`src/rtl/cmp_pkg.sv`:
```
// Shared types and constants for the sequential magnitude comparator.
// Holds the state encoding, the result encoding and the parameter legality check.
package cmp_pkg;

  typedef logic [1:0] state_t;

  localparam state_t S_IDLE = 2'd0;
  localparam state_t S_SCAN = 2'd1;
  localparam state_t S_DONE = 2'd2;

  // Result vector ordering is {lt, eq, gt}
  localparam logic [2:0] RES_NONE = 3'b000;
  localparam logic [2:0] RES_LT   = 3'b100;
  localparam logic [2:0] RES_EQ   = 3'b010;
  localparam logic [2:0] RES_GT   = 3'b001;

  function automatic bit params_ok(input int unsigned width, input int unsigned digit);
    return (digit >= 1) && (digit <= width) && ((width % digit) == 0);
  endfunction

endpackage

```
`src/rtl/seq_magnitude_compare_if.sv`:
```
// Start/done handshake and operand/result bundle for seq_magnitude_compare.
// The master issues compares; the slave (comparator) returns busy/done/lt/eq/gt.
interface seq_magnitude_compare_if #(
  parameter int unsigned WIDTH = 32
);
  logic             start;
  logic             signed_mode;
  logic [WIDTH-1:0] a;
  logic [WIDTH-1:0] b;
  logic             busy;
  logic             done;
  logic             lt;
  logic             eq;
  logic             gt;

  modport master (
    output start, signed_mode, a, b,
    input  busy, done, lt, eq, gt
  );

  modport slave (
    input  start, signed_mode, a, b,
    output busy, done, lt, eq, gt
  );
endinterface

```
`src/rtl/lt_digit.sv`:
```
// Combinational unsigned compare of one DIGIT-bit slice of each operand.
module lt_digit #(
  parameter int unsigned DIGIT = 2
) (
  input  logic [DIGIT-1:0] i_a,
  input  logic [DIGIT-1:0] i_b,
  output logic             o_lt_c,
  output logic             o_gt_c
);
  assign o_lt_c = (i_a < i_b);
  assign o_gt_c = (i_a > i_b);
endmodule

```
`src/rtl/seq_magnitude_compare.sv`:
```
// Multi-cycle MSB-first magnitude comparator, DIGIT bits per cycle with early exit.
// Signed mode flips both sign bits at accept so one unsigned datapath serves both modes.
module seq_magnitude_compare
  import cmp_pkg::*;
#(
  parameter int unsigned WIDTH = 32,
  parameter int unsigned DIGIT = 2
) (
  input  logic                   clk,
  input  logic                   rst_n,
  seq_magnitude_compare_if.slave bus
);
  localparam int unsigned N    = WIDTH / DIGIT;
  localparam int unsigned IW   = (N > 1) ? $clog2(N) : 1;
  localparam logic [IW-1:0] LAST = IW'(N - 1);

  if (!params_ok(WIDTH, DIGIT)) begin : g_bad_params
    $error("seq_magnitude_compare: WIDTH must be a non-zero multiple of DIGIT");
  end

  state_t           r_state, w_state_nxt;
  logic [IW-1:0]    r_idx, w_idx_nxt;
  logic [WIDTH-1:0] r_a, w_a_nxt;
  logic [WIDTH-1:0] r_b, w_b_nxt;
  logic [2:0]       r_res, w_res_nxt;
  logic             r_busy, w_busy_nxt;
  logic             r_done, w_done_nxt;

  logic [DIGIT-1:0] w_a_dig, w_b_dig;
  logic             w_lt, w_gt;

  // Digit mux: digit k sits at [WIDTH-1-k*DIGIT -: DIGIT]
  always_comb begin
    w_a_dig = '0;
    w_b_dig = '0;
    for (int unsigned i = 0; i < N; i++) begin
      if (r_idx == IW'(i)) begin
        w_a_dig = r_a[WIDTH-1-i*DIGIT -: DIGIT];
        w_b_dig = r_b[WIDTH-1-i*DIGIT -: DIGIT];
      end
    end
  end

  lt_digit #(.DIGIT(DIGIT)) u_lt_digit (
    .i_a    (w_a_dig),
    .i_b    (w_b_dig),
    .o_lt_c (w_lt),
    .o_gt_c (w_gt)
  );

  always_ff @(posedge clk or negedge rst_n) begin
    if (!rst_n) begin
      r_state <= S_IDLE;
      r_idx   <= '0;
      r_a     <= '0;
      r_b     <= '0;
      r_res   <= RES_NONE;
      r_busy  <= 1'b0;
      r_done  <= 1'b0;
    end else begin
      r_state <= w_state_nxt;
      r_idx   <= w_idx_nxt;
      r_a     <= w_a_nxt;
      r_b     <= w_b_nxt;
      r_res   <= w_res_nxt;
      r_busy  <= w_busy_nxt;
      r_done  <= w_done_nxt;
    end
  end

  always_comb begin
    w_state_nxt = r_state;
    w_idx_nxt   = r_idx;
    w_a_nxt     = r_a;
    w_b_nxt     = r_b;
    w_res_nxt   = r_res;
    w_busy_nxt  = r_busy;
    w_done_nxt  = 1'b0;
    case (r_state)
      S_IDLE: begin
        if (bus.start) begin
          w_a_nxt            = bus.a;
          w_b_nxt            = bus.b;
          w_a_nxt[WIDTH-1]   = bus.a[WIDTH-1] ^ bus.signed_mode;
          w_b_nxt[WIDTH-1]   = bus.b[WIDTH-1] ^ bus.signed_mode;
          w_idx_nxt          = '0;
          w_res_nxt          = RES_NONE;
          w_busy_nxt         = 1'b1;
          w_state_nxt        = S_SCAN;
        end
      end
      S_SCAN: begin
        if (w_lt) begin
          w_res_nxt   = RES_LT;
          w_done_nxt  = 1'b1;
          w_state_nxt = S_DONE;
        end else if (w_gt) begin
          w_res_nxt   = RES_GT;
          w_done_nxt  = 1'b1;
          w_state_nxt = S_DONE;
        end else if (r_idx == LAST) begin
          w_res_nxt   = RES_EQ;
          w_done_nxt  = 1'b1;
          w_state_nxt = S_DONE;
        end else begin
          w_idx_nxt = r_idx + IW'(1);
        end
      end
      S_DONE: begin
        w_busy_nxt  = 1'b0;
        w_state_nxt = S_IDLE;
      end
      default: begin
        w_busy_nxt  = 1'b0;
        w_state_nxt = S_IDLE;
      end
    endcase
  end

  assign bus.busy = r_busy;
  assign bus.done = r_done;
  assign bus.lt   = r_res[2];
  assign bus.eq   = r_res[1];
  assign bus.gt   = r_res[0];

endmodule

```
`src/flat_wrapper.sv`:
```
// flat-port wrapper written by rule: the top's interface ports become plain ports
module seq_magnitude_compare_flat import cmp_pkg::*;
#(
  parameter int unsigned WIDTH = 32,
  parameter int unsigned DIGIT = 2
)
  (clk, rst_n, bus_start, bus_signed_mode, bus_a, bus_b, bus_busy, bus_done, bus_lt, bus_eq, bus_gt);
  seq_magnitude_compare_if #(.WIDTH(WIDTH)) bus_i ();
  input  logic clk;
  input  logic rst_n;
  input wire logic [$bits(bus_i.start)-1:0] bus_start;
  input wire logic [$bits(bus_i.signed_mode)-1:0] bus_signed_mode;
  input wire logic [$bits(bus_i.a)-1:0] bus_a;
  input wire logic [$bits(bus_i.b)-1:0] bus_b;
  output wire logic [$bits(bus_i.busy)-1:0] bus_busy;
  output wire logic [$bits(bus_i.done)-1:0] bus_done;
  output wire logic [$bits(bus_i.lt)-1:0] bus_lt;
  output wire logic [$bits(bus_i.eq)-1:0] bus_eq;
  output wire logic [$bits(bus_i.gt)-1:0] bus_gt;
  assign bus_i.start = bus_start;
  assign bus_i.signed_mode = bus_signed_mode;
  assign bus_i.a = bus_a;
  assign bus_i.b = bus_b;
  assign bus_busy = bus_i.busy;
  assign bus_done = bus_i.done;
  assign bus_lt = bus_i.lt;
  assign bus_eq = bus_i.eq;
  assign bus_gt = bus_i.gt;
  seq_magnitude_compare #(.WIDTH(WIDTH), .DIGIT(DIGIT)) u_core (.clk(clk), .rst_n(rst_n), .bus(bus_i));
endmodule
```
`config.mk`:
```
export PLATFORM = sky130hd
export DESIGN_NAME = seq_magnitude_compare_flat
export DESIGN_NICKNAME = d
export VERILOG_FILES = /design/src/rtl/cmp_pkg.sv /design/src/rtl/seq_magnitude_compare_if.sv /design/src/rtl/lt_digit.sv /design/src/rtl/seq_magnitude_compare.sv /design/src/flat_wrapper.sv
export SDC_FILE = /design/constraint.sdc
export NUM_CORES = 1
export LEC_CHECK = 0
export BUFFER_PORTS_ARGS = -buffer_cell sky130_fd_sc_hd__buf_2
export CAP_MARGIN = 20
export CORE_UTILIZATION = 50
export CTS_BUF_LIST = sky130_fd_sc_hd__clkbuf_16
export DETAILED_ROUTE_END_ITERATION = 10
export PLACE_DENSITY_LB_ADDON = 0.08
export REMOVE_ABC_BUFFERS = 1
export SKIP_CTS_REPAIR_TIMING = 1
export SLEW_MARGIN = 20
export SYNTH_ARGS = -nofsm -noshare
export SYNTH_HDL_FRONTEND = slang
export SYNTH_HIERARCHICAL = 1
export SYNTH_SLANG_ARGS = --single-unit
```
`constraint.sdc`:
```
create_clock -name clk -period 2.8 [get_ports clk]
set_input_delay 0.14 -clock clk [delete_from_list [all_inputs] [get_ports clk]]
set_output_delay 0.14 -clock clk [all_outputs]
set_load 0.05 [all_outputs]
```
# After elaboration in Yosys (flattened, before gate mapping)
# Cells that the tools add are included.
[op_classes]
n_eq_ne = 21
bitwise_logic = 3
n_mux = 53
n_reduce_logical = 8
add_sub_neg = 1
order_cmp = 2
[ops]
columns = ["op", "n"]
rows = [
  ["$mux W2", 36],
  ["$eq A4 B4 Y1 const B", 8],
  ["$eq A4 B3 Y1 const B", 4],
  ["$mux W4", 4],
  ["$mux W3", 4],
  ["$eq A4 B2 Y1 const B", 2],
  ["$ne A2 B2 Y1 const B", 4],
  ["$pmux W4 S2", 1],
  ["$pmux W3 S2", 1],
  ["$reduce_and A2 Y1", 3],
  ["$mux W1", 5],
  ["$reduce_and A5 Y1", 1],
  ["$add A4 B1 Y4 const B", 1],
  ["$eq A4 B1 Y1 const B", 1],
  ["$logic_not A4 Y1", 1],
  ["$ne A4 B3 Y1 const B", 1],
  ["$pmux W2 S2", 1],
  ["$reduce_and A3 Y1", 1],
  ["$eq A2 B1 Y1 const B", 1],
  ["$gt A2 B2 Y1", 1],
  ["$logic_not A2 Y1", 1],
  ["$lt A2 B2 Y1", 1],
  ["$pmux W1 S2", 1],
  ["$reduce_bool A2 Y1", 1],
  ["2 further kinds", 3],
]
[word_totals]
output_inout_bits = 5
register_bits = 75
in_bits = 68
wordCells = 95

# Depth between registers and ports, before layout
# Gate-level depths: netlist of the first run.
[depth]
ltp_word = 21
ltp_mapped = 19
ltp_nobuf = 16

# Cells and area by module
# Netlist of the first run, hierarchy kept.
[by_module_without_submodules]
columns = ["mod", "cells_each", "area_per_inst_um2", "instances", "seq_area_each_um2"]
rows = [
  ["seq_magnitude_compare", 437, 3666.0, 1, 1876.8],
  ["lt_digit", 7, 65.1, 1, 0.0],
]

# Worst setup path after synthesis of the first run
# OpenSTA, ideal clock, no wires.
[synth_timing]
kind = "register to register"
start = "register u_core.r_idx[0]"
end = "register u_core.r_res[1]"
path_buffers = 2
setup_ns = 0.125
required_time_ns = 2.675
t_arrival_ns = 2.866
stages_incl_launch_ff = 17
setup_slack_ns = -0.191
cell_sequence = "dfrtp_1 -> inv_1 -> ha_1 -> buf_6 -> nor2b_4 -> buf_6 -> a221oi_2 -> nor2_1 -> o31ai_2 -> o21ai_1 -> ha_1 -> nor2b_4 -> a2bb2oi_2 -> nor2_1 -> a21boi_2 -> nor2_1 -> mux2_2"
[synth_via]
elab_chain_cells = 21
[synth_lines]
columns = ["element", "line_no", "text"]
rows = [
  ["start, declared", "seq_magnitude_compare.sv:22", "logic [IW-1:0] r_idx, w_idx_nxt;"],
  ["start signal, assigned", "seq_magnitude_compare.sv:62", "r_idx <= w_idx_nxt;"],
  ["$logic_not A4 Y1", "seq_magnitude_compare.sv:37", "if (r_idx == IW'(i)) begin"],
  ["$mux W2 (15 in series)", "seq_magnitude_compare.sv:37", ""],
  ["$mux W2 *", "seq_magnitude_compare.sv:37", ""],
  ["net u_core.w_a_dig[1]", "seq_magnitude_compare.sv:29", "logic [DIGIT-1:0] w_a_dig, w_b_dig;"],
  ["$gt A2 B2 Y1 *", "lt_digit.sv:11", "assign o_gt_c = (i_a > i_b);"],
  ["net u_core.w_gt", "seq_magnitude_compare.sv:30", "logic w_lt, w_gt;"],
  ["$mux W3", "seq_magnitude_compare.sv:97", "end else if (w_gt) begin"],
  ["$mux W3", "seq_magnitude_compare.sv:93", "if (w_lt) begin"],
  ["$pmux W3 S2", "seq_magnitude_compare.sv:79", "case (r_state)"],
  ["end signal, assigned", "seq_magnitude_compare.sv:65", "r_res <= w_res_nxt;"],
  ["end, declared", "seq_magnitude_compare.sv:25", "logic [2:0] r_res, w_res_nxt;"],
]
# The timed path passes the listed nets; every way through them passes the cells marked *.
# A chain may end at the register's enable or synchronous reset.

# Final worst setup path of the first run
[layout_timing]
start = "register u_core.r_idx[1]"
end = "register u_core.r_res[1]"
[layout_via]
elab_chain_cells = 21
[layout_lines]
columns = ["element", "line_no"]
rows = [
  ["$logic_not A4 Y1", "seq_magnitude_compare.sv:37"],
  ["$mux W2 (15 in series)", "seq_magnitude_compare.sv:37"],
  ["$mux W2 *", "seq_magnitude_compare.sv:37"],
  ["net u_core.w_b_dig[1]", "seq_magnitude_compare.sv:29"],
  ["$gt A2 B2 Y1 *", "lt_digit.sv:11"],
  ["net u_core.w_gt", "seq_magnitude_compare.sv:30"],
  ["$mux W3", "seq_magnitude_compare.sv:97"],
  ["$mux W3", "seq_magnitude_compare.sv:93"],
  ["$pmux W3 S2", "seq_magnitude_compare.sv:79"],
]
# Marked as above.

==> results of run 1 <==
-- kinds of logic (layout without fill, tap and decap cells) --
| logic type | Yosys count | after routing |
|---|---|---|
| muxes | 2 | 2 |
| DFF | 75 | 75 |
| AOI/OAI and AO/OA | 79 | 79 |
| adders and majority gates | 6 | 6 |
| buffers and inverters | 44 | 157 |
| and+or+nand+nor | 236 | 236 |
| xor gates and xnor gates | 2 | 2 |
-- per-stage QoR --
| step | hold slack, ns | total power [mW] | utilization [%] |
|---|---|---|---|
| detailed placement | 0.212 | 3.94 | 61.2 |
| CTS | -0.138 | 5.17 | 65.5 |
| global placement | 0.202 | 3.87 | 61.2 |
| finish | -0.00461 | 5.53 | 68.9 |
| global route | 0.00220 | 5.90 | 68.9 |
| floorplan | -0.156 | 3.16 | - |
-- routing by layer --
layer	vias to the layer above	wire, um	GRT usage [%]	share of wire [%]
met4	0	123	9.68	1.3
met3	12	285	3.36	3.1
met5	-	0	0	0
li1	1690	-	-	-
met1	1553	4500	35.6	48
met2	73	4430	39.7	47
-- placed cells by master (no fill, tap or decap), types with 4 or more instances in the layout --
cell type,instances
sky130_fd_sc_hd__nand2_1,191
sky130_fd_sc_hd__dfrtp_1,74
sky130_fd_sc_hd__buf_2,72
sky130_fd_sc_hd__buf_4,45
sky130_fd_sc_hd__inv_1,15
sky130_fd_sc_hd__o21ai_0,14
sky130_fd_sc_hd__nor2_1,14
sky130_fd_sc_hd__o22ai_1,10
sky130_fd_sc_hd__clkbuf_16,9
sky130_fd_sc_hd__a21oi_1,9
sky130_fd_sc_hd__o21ai_1,8
sky130_fd_sc_hd__ha_4,5
sky130_fd_sc_hd__buf_6,5
sky130_fd_sc_hd__a211oi_1,4
sky130_fd_sc_hd__a31oi_1,4
sky130_fd_sc_hd__nor2_2,4
sky130_fd_sc_hd__nor3_1,4
-- sequential cells by signal (all words and copies together), names as in the netlist --
signal           cells
u_core/r_res         3
u_core/r_idx         4
u_core/r_state       2
u_core/r_b          32
u_core/r_a          32
u_core/bus.busy      1
u_core/bus.done      1
-- cell type report --
| class | instances | area share (%) |
|---|---|---|
| clock inverters | 7 | 1.71 |
| well taps | 99 | 2.49 |
| flip-flops and latches | 75 | 37.8 |
| multi-input cells | 325 | 36.2 |
| clock buffers | 9 | 4.53 |
| inverters | 16 | 1.31 |
| repair buffers | 125 | 16.0 |
-- power groups by stage --
stage                     Sequential, mW  Combinational, mW  Clock (mW)
after floorplan                     1.89               1.27           0
after global placement              1.91               1.96           0
after detailed placement            1.92               2.03           0
after CTS                           1.90               2.04        1.22
after global routing                1.98               2.66        1.27
final                               1.92               2.41        1.19
-- worst max-delay path: stages, from the launching register on --
cell,delay (ns)
sky130_fd_sc_hd__dfrtp_1,0.41
sky130_fd_sc_hd__buf_4,0.16
sky130_fd_sc_hd__ha_4,0.17
sky130_fd_sc_hd__inv_4,0.07
sky130_fd_sc_hd__buf_6,0.10
sky130_fd_sc_hd__nor2_1,0.06
sky130_fd_sc_hd__nor4_2,0.33
sky130_fd_sc_hd__o221ai_1,0.18
sky130_fd_sc_hd__o211ai_1,0.11
sky130_fd_sc_hd__inv_1,0.09
sky130_fd_sc_hd__ha_4,0.24
sky130_fd_sc_hd__nor2b_4,0.13
sky130_fd_sc_hd__a2bb2oi_4,0.14
sky130_fd_sc_hd__nor2_4,0.15
sky130_fd_sc_hd__a21boi_2,0.09
sky130_fd_sc_hd__nor2_2,0.12
sky130_fd_sc_hd__mux2_2,0.34
-- final timing paths --
path | start | end | slack [ns] | cells after the start
hold reg to reg | u_core/r_b[27]$_DFFE_PN0P_ | u_core/r_b[27]$_DFFE_PN0P_ | 0.47 | 2
max in group asynchronous | rst_n | u_core/r_idx[0]$_DFFE_PN0P_ | 2.07 | 3
setup reg to reg | u_core/r_idx[1]$_DFFE_PN0P_ | u_core/r_res[1]$_DFFE_PN0P_ | -0.22 | 16
hold / removal | bus_a[13] | u_core/r_a[13]$_DFFE_PN0P_ | -0.005 | 3
setup / recovery | u_core/r_idx[1]$_DFFE_PN0P_ | u_core/r_res[1]$_DFFE_PN0P_ | -0.22 | 16
min in group asynchronous | rst_n | u_core/r_a[2]$_DFFE_PN0P_ | 0.36 | 3
==> Flow_metrics.wiki, run 1 <==
{| class="wikitable"
! Metric !! Value
|-
| Routed WL || 9340 um
|-
| Number of DRC violations after detailed-routing iteration 0 || between 90 and 100
|-
| Skew-Pair Late Insertion Delay || 0.33 ns
|-
| Power density over cell area || roughly 1100 nW/um2
|-
| Maximum root-to-sink buffer count || 2
|-
| CP max FO || 5
|-
| Share of power burned in combinational logic || 43.6%
|-
| Total area of multi-input combinational cells || around 1800 um2
|-
| Quantity of I/O buffers inserted on ports || 72
|-
| Dominant cell by count in the synthesized netlist || sky130_fd_sc_hd__nand2_1
|-
| Number of antenna violations at the first check in global routing || 0
|-
| Pleak || ~2.5 nW
|-
| Total internal power || roughly 3.5 mW
|-
| Clock-pin transition on the worst setup and hold timing paths || 0.06 ns
|-
| Detailed-placement wirelength estimate || roughly 6600 um
|-
| Crit path kind || flop to flop
|-
| Area share of xor/xnor cells in the synthesized design || 0.469%
|-
| First-pass GRT wire length || 15000 um
|-
| Violations in the final reports || hold timing, setup timing
|-
| Die ar. || 7810 um2
|-
| Area fraction in and, or, nand and nor cells after synthesis || 25.9%
|-
| Post-route non-filler standard cell count || ~660
|-
| Detailed-route vias per instance || between 5 and 6
|-
| Area taken by flip-flops and latches || 1880 um2
|-
| Sequential Power Share || 34.8%
|-
| Unrepaired setup endpoints after global routing || yes
|-
| Setup TNS Final || -0.837 ns
|-
| Die span in y || 88.4 um
|-
| Switching Fraction || 37.5%
|-
| Number of placed instances with taps included || 633
|-
| # DRC || 0
|-
| Non-Filler Cell Area, Final || 4970 um2
|-
| Max Clk Rate || 331 MHz
|-
| Asr flop ratio synth || 100%
|-
| Number of warnings reported in the yosys synthesis log || 6
|-
| Clock tree from TritonCTS || yes
|-
| Part of the power in the clock network || 21.6%
|-
| Required @ worst endpoint || between 3 and 4 ns
|-
| Post-synth top area share || 50.3%
|-
| Area growth from synthesis to layout || 33.3%
|-
| Aggregate global routing overflow || 0
|-
| Total clock buffers created by CTS || 9
|-
| Gate Count Post-Synth || 444
|-
| Fin Hold WS || -0.00461 ns
|-
| Arr. time, crit path || between 3 and 4 ns
|-
| Share of the clock period used by the worst path || 108%
|-
| Post-synthesis mux area share || 0.570%
|-
| Setup-violating endpoint count in the final report || 6
|-
| Total of fill cells in the finished design || slightly above 600
|-
| Post-placement worst setup slack || -0.509 ns
|-
| Number of search-and-repair iterations in the first detailed-routing pass || 4
|-
| Switch Pwr || 2.07 mW
|-
| Count of flip-flops with a built-in enable after synthesis || 0
|-
| Floorplan row count || 31
|-
| Reported max-cap violation count || 0
|-
| Setup skew after layout || 0.00779 ns
|-
| Share of synthesized area occupied by flip-flops and latches || 50.3%
|-
| Ranking of synthesized cells by instance count || sky130_fd_sc_hd__nand2_1 (191), sky130_fd_sc_hd__dfrtp_1 (75), sky130_fd_sc_hd__nor2_1 (19), sky130_fd_sc_hd__o21ai_0 (19), sky130_fd_sc_hd__inv_1 (15)
|-
| Placeable core region || a little over 7000 um2
|-
| Effective utilization at floorplan || between 50% and 60%
|-
| Actual slew at the worst max-slew pin || 0.873 ns
|-
| Classification of the worst-slack hold path || input port to flop
|-
| Number of global-route vias before repair || 3181
|-
| Pins Over Slew Limit || 0
|-
| Proportion of layout cells with a drive suffix above 1 || 31.8%
|-
| Critical Path Start Type || flop
|-
| Number of unique standard cell types used by synthesis || 50
|-
| Relative slew slack || 41.8%
|-
| Clock sinks || 75
|-
| Placer Congestion || 0.877
|-
| Overall track demand over capacity in global routing || 25.3%
|-
| Io pins || 73
|-
| Total number of vias || 3328
|-
| Total inserted antenna cells || 0
|-
| Maximum vdd ir drop || 0.000509 V
|-
| Synth Area in Adders || under 10%
|-
| Result of the run || complete, but fails checks
|-
| Mean cell area of the mapped netlist || between 8 and 9 um2
|-
| Remaining antenna violation count || 0
|-
| Setup slack after layout || -0.218 ns
|-
| Library cell with the largest summed area after synthesis || sky130_fd_sc_hd__dfrtp_1
|-
| Largest net degree at the start of global routing || 76
|-
| H-Tree Level Count || 3
|-
| Endpoints failing hold || 5
|-
| Total number of nets in the final design || approximately 630
|-
| Predominant post-synthesis flop cell || sky130_fd_sc_hd__dfrtp_1
|-
| Clk Tree Root Cell || sky130_fd_sc_hd__clkbuf_16
|-
| Die X-Extent || 88.4 um
|-
| Post-detailed-placement cell area || roughly 4400 um2
|-
| Type of element capturing the critical path || flop
|-
| Per-cell routed wire length || approximately 14 um
|-
| Register bit total from synthesis || 75
|-
| Mapped cell area || approximately 3700 um2
|-
| Dominant combinational cell family by area after synthesis || simple AND/OR/NAND/NOR gates
|-
| Leading post-synthesis cells by cell area || sky130_fd_sc_hd__dfrtp_1 (50%), sky130_fd_sc_hd__nand2_1 (19%), sky130_fd_sc_hd__o21ai_0 (2.5%)
|-
| Area fraction in compound gates after synthesis || 14.8%
|-
| Crit path time final || 3.02 ns
|}
No activity file was read; power rests on OpenSTA's default activity.
==> run 2: changes to the inputs <==
Settings changed: ABC_AREA set to 1, HOLD_SLACK_MARGIN set to 0.03.
==> Flow_metrics.wiki, run 2 <==
{| class="wikitable"
! Metric !! Value
|-
| Quantity of I/O buffers inserted on ports || 72 (unchanged)
|-
| Synth Area in Adders || 1.98% (-0.031 points)
|-
| CP startpoint || u_core/r_idx[1]$_DFFE_PN0P_
|-
| Violations in the final reports || hold timing, setup timing
|-
| Number of antenna violations at the first check in global routing || 0 (unchanged)
|-
| Die span in y || 89.0 um (+0.75%)
|-
| Number of DRC violations after detailed-routing iteration 0 || 152 (+58%)
|-
| Reported max-cap violation count || 0 (unchanged)
|-
| CP max FO || 4 (-1)
|-
| Slowest CP cell || sky130_fd_sc_hd__dfrtp_2
|-
| Mapped cell area || 3790 um2 (+1.5%)
|-
| Relative slew slack || 44.8% (+3.1 points)
|-
| Critical Path Start Type || flop
|-
| Floorplan row count || 31 (unchanged)
|-
| Io pins || 73 (unchanged)
|-
| Most frequent cell on the critical path || sky130_fd_sc_hd__nand2_1
|-
| Number of unique standard cell types used by synthesis || 25 (-50%)
|-
| Count of cell instances traversed by the critical path || 32 (+16)
|-
| Skew-Pair Late Insertion Delay || 0.34 ns (about the same)
|-
| Die ar. || 7930 um2 (+1.5%)
|-
| Area fraction in and, or, nand and nor cells after synthesis || 37.2% (+11 points)
|-
| Proportion of layout cells with a drive suffix above 1 || 25.0% (-6.7 points)
|-
| Launch instance of the worst register-to-register path || u_core/r_idx[1]$_DFFE_PN0P_
|-
| Power density over cell area || 1040 nW/um2 (-6.4%)
|-
| Max Clk Rate || 308 MHz (-6.9%)
|-
| Clock sinks || 75 (unchanged)
|-
| Largest delay share family, worst path || simple AND/OR/NAND/NOR gates
|-
| H-Tree Level Count || 3 (unchanged)
|-
| Remaining antenna violation count || 0 (unchanged)
|-
| Post-placement worst setup slack || -0.460 ns (+0.0495 ns)
|-
| Register bit total from synthesis || 75 (unchanged)
|-
| Pins Over Slew Limit || 0 (unchanged)
|-
| Clk Tree Root Cell || sky130_fd_sc_hd__clkbuf_16
|-
| Buf+Inv Stages, Crit Path || 3 (-1)
|-
| Count of flip-flops with a built-in enable after synthesis || 0 (unchanged)
|-
| Worst-case reg-to-reg path depth || 32 (+16)
|-
| Largest registers || u_core/r_a: 32 flops, u_core/r_b: 32 flops, u_core/r_idx: 4 flops
|-
| Area fraction in compound gates after synthesis || 4.29% (-10 points)
|-
| Number of global-route vias before repair || 3365 (+5.8%)
|-
| Total clock buffers created by CTS || 9 (unchanged)
|-
| Flop2flop setup slack || -0.44 ns (-0.22 ns)
|-
| First-pass GRT wire length || 14500 um (-2.9%)
|-
| Total number of vias || 3735 (+12%)
|-
| Library cell with the largest summed area after synthesis || sky130_fd_sc_hd__dfrtp_1
|-
| Dominant cell by count in the synthesized netlist || sky130_fd_sc_hd__nand2_1
|-
| Unrepaired setup endpoints after global routing || yes
|-
| Placeable core region || 7290 um2 (+1.1%)
|-
| # DRC || 0 (unchanged)
|-
| Required @ worst endpoint || 3.05 ns (+0.04 ns)
|-
| Maximum root-to-sink buffer count || 2 (unchanged)
|-
| Gate Count Post-Synth || 533 (+20%)
|-
| Crit path kind || flop to flop
|-
| Result of the run || complete, but fails checks
|-
| Area growth from synthesis to layout || 42.9%
|-
| Area share of xor/xnor cells in the synthesized design || 0.462% (-0.0071 points)
|-
| Actual slew at the worst max-slew pin || 0.827 ns (-0.0462 ns)
|-
| Predominant post-synthesis flop cell || sky130_fd_sc_hd__dfrtp_1
|-
| Asr flop ratio synth || 100% (unchanged)
|-
| Most common library cell in the layout ignoring fill and taps || sky130_fd_sc_hd__nand2_1
|-
| Post-synth top area share || 49.5% (-0.76 points)
|-
| Mean cell area of the mapped netlist || 7.11 um2 (-15%)
|-
| Number of search-and-repair iterations in the first detailed-routing pass || 5 (+1)
|-
| Worst flop-to-flop path endpoint || u_core/r_idx[3]$_DFFE_PN0P_
|-
| Effective utilization at floorplan || 52.0% (+0.24 points)
|-
| Setup TNS Final || -3.71 ns (-2.87 ns)
|-
| Per-cell routed wire length || 12.2 um (-14%)
|-
| Dominant combinational cell family by area after synthesis || simple AND/OR/NAND/NOR gates
|-
| Largest net degree at the start of global routing || 46 (-39%)
|-
| Setup-violating endpoint count in the final report || 10 (+4)
|-
| Utilization after layout || 74.3% (+5.3 points)
|-
| Overall track demand over capacity in global routing || 23.9% (-1.4 points)
|-
| Number of cells on the worst hold path || 3 (unchanged)
|-
| Pleak || 2.93 nW (+16%)
|-
| Post-synthesis mux area share || 0% (-0.57 points)
|-
| Ranking of synthesized cells by instance count || sky130_fd_sc_hd__nand2_1 (281), sky130_fd_sc_hd__dfrtp_1 (75), sky130_fd_sc_hd__inv_1 (48)
|-
| Crit path time final || 3.24 ns (+0.225 ns)
|-
| Number of warnings reported in the yosys synthesis log || 6 (unchanged)
|-
| Total number of nets in the final design || 757 (+21%)
|-
| Setup skew after layout || 0.00463 ns (-0.00316 ns)
|-
| Detailed-placement wirelength estimate || 6140 um (-7.3%)
|-
| Routed WL || 9570 um (+2.5%)
|-
| Arr. time, crit path || 3.49 ns (+0.26 ns)
|-
| Clock tree from TritonCTS || yes
|-
| Classification of the worst-slack hold path || input port to flop
|-
| Placer Congestion || 0.845 (-3.7%)
|-
| Detailed-route vias per instance || 4.75 (-6.3%)
|-
| Endpoints failing hold || 4 (-1)
|-
| Post-route total power || 5.63 mW (+2.0%)
|-
| Maximum vdd ir drop || 0.000553 V (+8.7%)
|-
| Leading post-synthesis cells by cell area || sky130_fd_sc_hd__dfrtp_1 (50%), sky130_fd_sc_hd__nand2_1 (28%), sky130_fd_sc_hd__inv_1 (4.8%)
|-
| Share of synthesized area occupied by flip-flops and latches || 49.5% (-0.76 points)
|-
| Setup slack after layout || -0.443 ns (-0.225 ns)
|-
| Clock-pin transition on the worst setup and hold timing paths || 0.06 ns (about the same)
|-
| Top library cells by usage in the layout, fill and taps aside || sky130_fd_sc_hd__nand2_1 (277), sky130_fd_sc_hd__dfrtp_1 (73), sky130_fd_sc_hd__buf_2 (72), sky130_fd_sc_hd__buf_4 (41), sky130_fd_sc_hd__inv_1 (40)
|-
| Type of element capturing the critical path || flop
|-
| Share of the clock period used by the worst path || 116% (+8.0 points)
|-
| Delay contributed by the slowest stage of the critical path || 0.42 ns (about the same)
|-
| Fin Hold WS || -0.00508 ns (-0.000470 ns)
|-
| Crit path to || u_core/r_idx[3]$_DFFE_PN0P_
|-
| Aggregate global routing overflow || 0 (unchanged)
|-
| Total inserted antenna cells || 0 (unchanged)
|-
| Die X-Extent || 89.0 um (+0.75%)
|}
-- run 2: changes by cell type after synthesis, moves of 6 or more --
cell | previous run | this run
sky130_fd_sc_hd__nand2_1 | 191 | 281
sky130_fd_sc_hd__inv_1 | 15 | 48
sky130_fd_sc_hd__nor2_1 | 19 | 37
sky130_fd_sc_hd__buf_2 | 14 | 0
sky130_fd_sc_hd__nand3_1 | 4 | 16
sky130_fd_sc_hd__o22ai_1 | 11 | 1
sky130_fd_sc_hd__or2_2 | 0 | 6
-- run 2: through the flow --
step / std cells / area [um2]
detailed placement: 730 / 4530
global route: 786 / 5420
finish: 786 / 5420
CTS: 745 / 4860
global placement: 730 / 4530
floorplan: 518 / 3720
-- run 2: cell type report --
| cell class | instances | area (um2) |
|---|---|---|
| sequential | 75 | 1880 |
| fill | 602 | 1880 |
| multi-input combinational | 394 | 1800 |
| timing repair buffer | 154 | 1090 |
| clock buffer | 9 | 225 |
| inverter | 49 | 191 |
| tap | 99 | 124 |
| clock inverter | 6 | 105 |
-- run 2: logic make-up after synthesis --
| kind of cell | after synthesis |
|---|---|
| fa+ha+maj | 6 |
| buf+inv | 64 |
| simple gates | 355 |
| xor+xnor | 2 |
| flops | 75 |
| compound gates | 31 |
-- run 2: worst reg2reg max path: cells and delay by family, from the launching register on --
kind            cells  cell delay [ns]
flops               1             0.42
buf+inv             3             0.26
compound gates      1             0.06
fa+ha+maj           2             0.40
simple gates       26             2.01
-- run 2: metal layers --
layer  up-vias  wire (um)  global-route usage (%)
li1       1921          -                       -
met1      1715       4430                    31.3
met2        85       4630                    39.9
met3        14        367                    6.37
met4         0        142                    5.19
met5         -          0                       0
-- run 2: power by group --
group	leakage, nW	internal (mW)	switching (mW)
clock network	0.157	0.858	0.431
registers	0.931	1.59	0.306
logic	1.84	1.02	1.44
-- run 2: worst min-delay path by stage --
| stage | slack [ns] | to | startpoint |
|---|---|---|---|
| after detailed placement | 0.28 | u_core/bus.busy$_DFFE_PN0P_ | rst_n |
| after global placement | 0.28 | u_core/bus.busy$_DFFE_PN0P_ | rst_n |
| after floorplan | -0.16 | u_core/bus.busy$_DFFE_PN0P_ | rst_n |
| after CTS | -0.07 | u_core/r_idx[3]$_DFFE_PN0P_ | rst_n |
| final | -0.005 | u_core/r_b[18]$_DFFE_PN0P_ | bus_b[18] |
| after global routing | 0.03 | u_core/r_a[21]$_DFFE_PN0P_ | bus_a[21] |
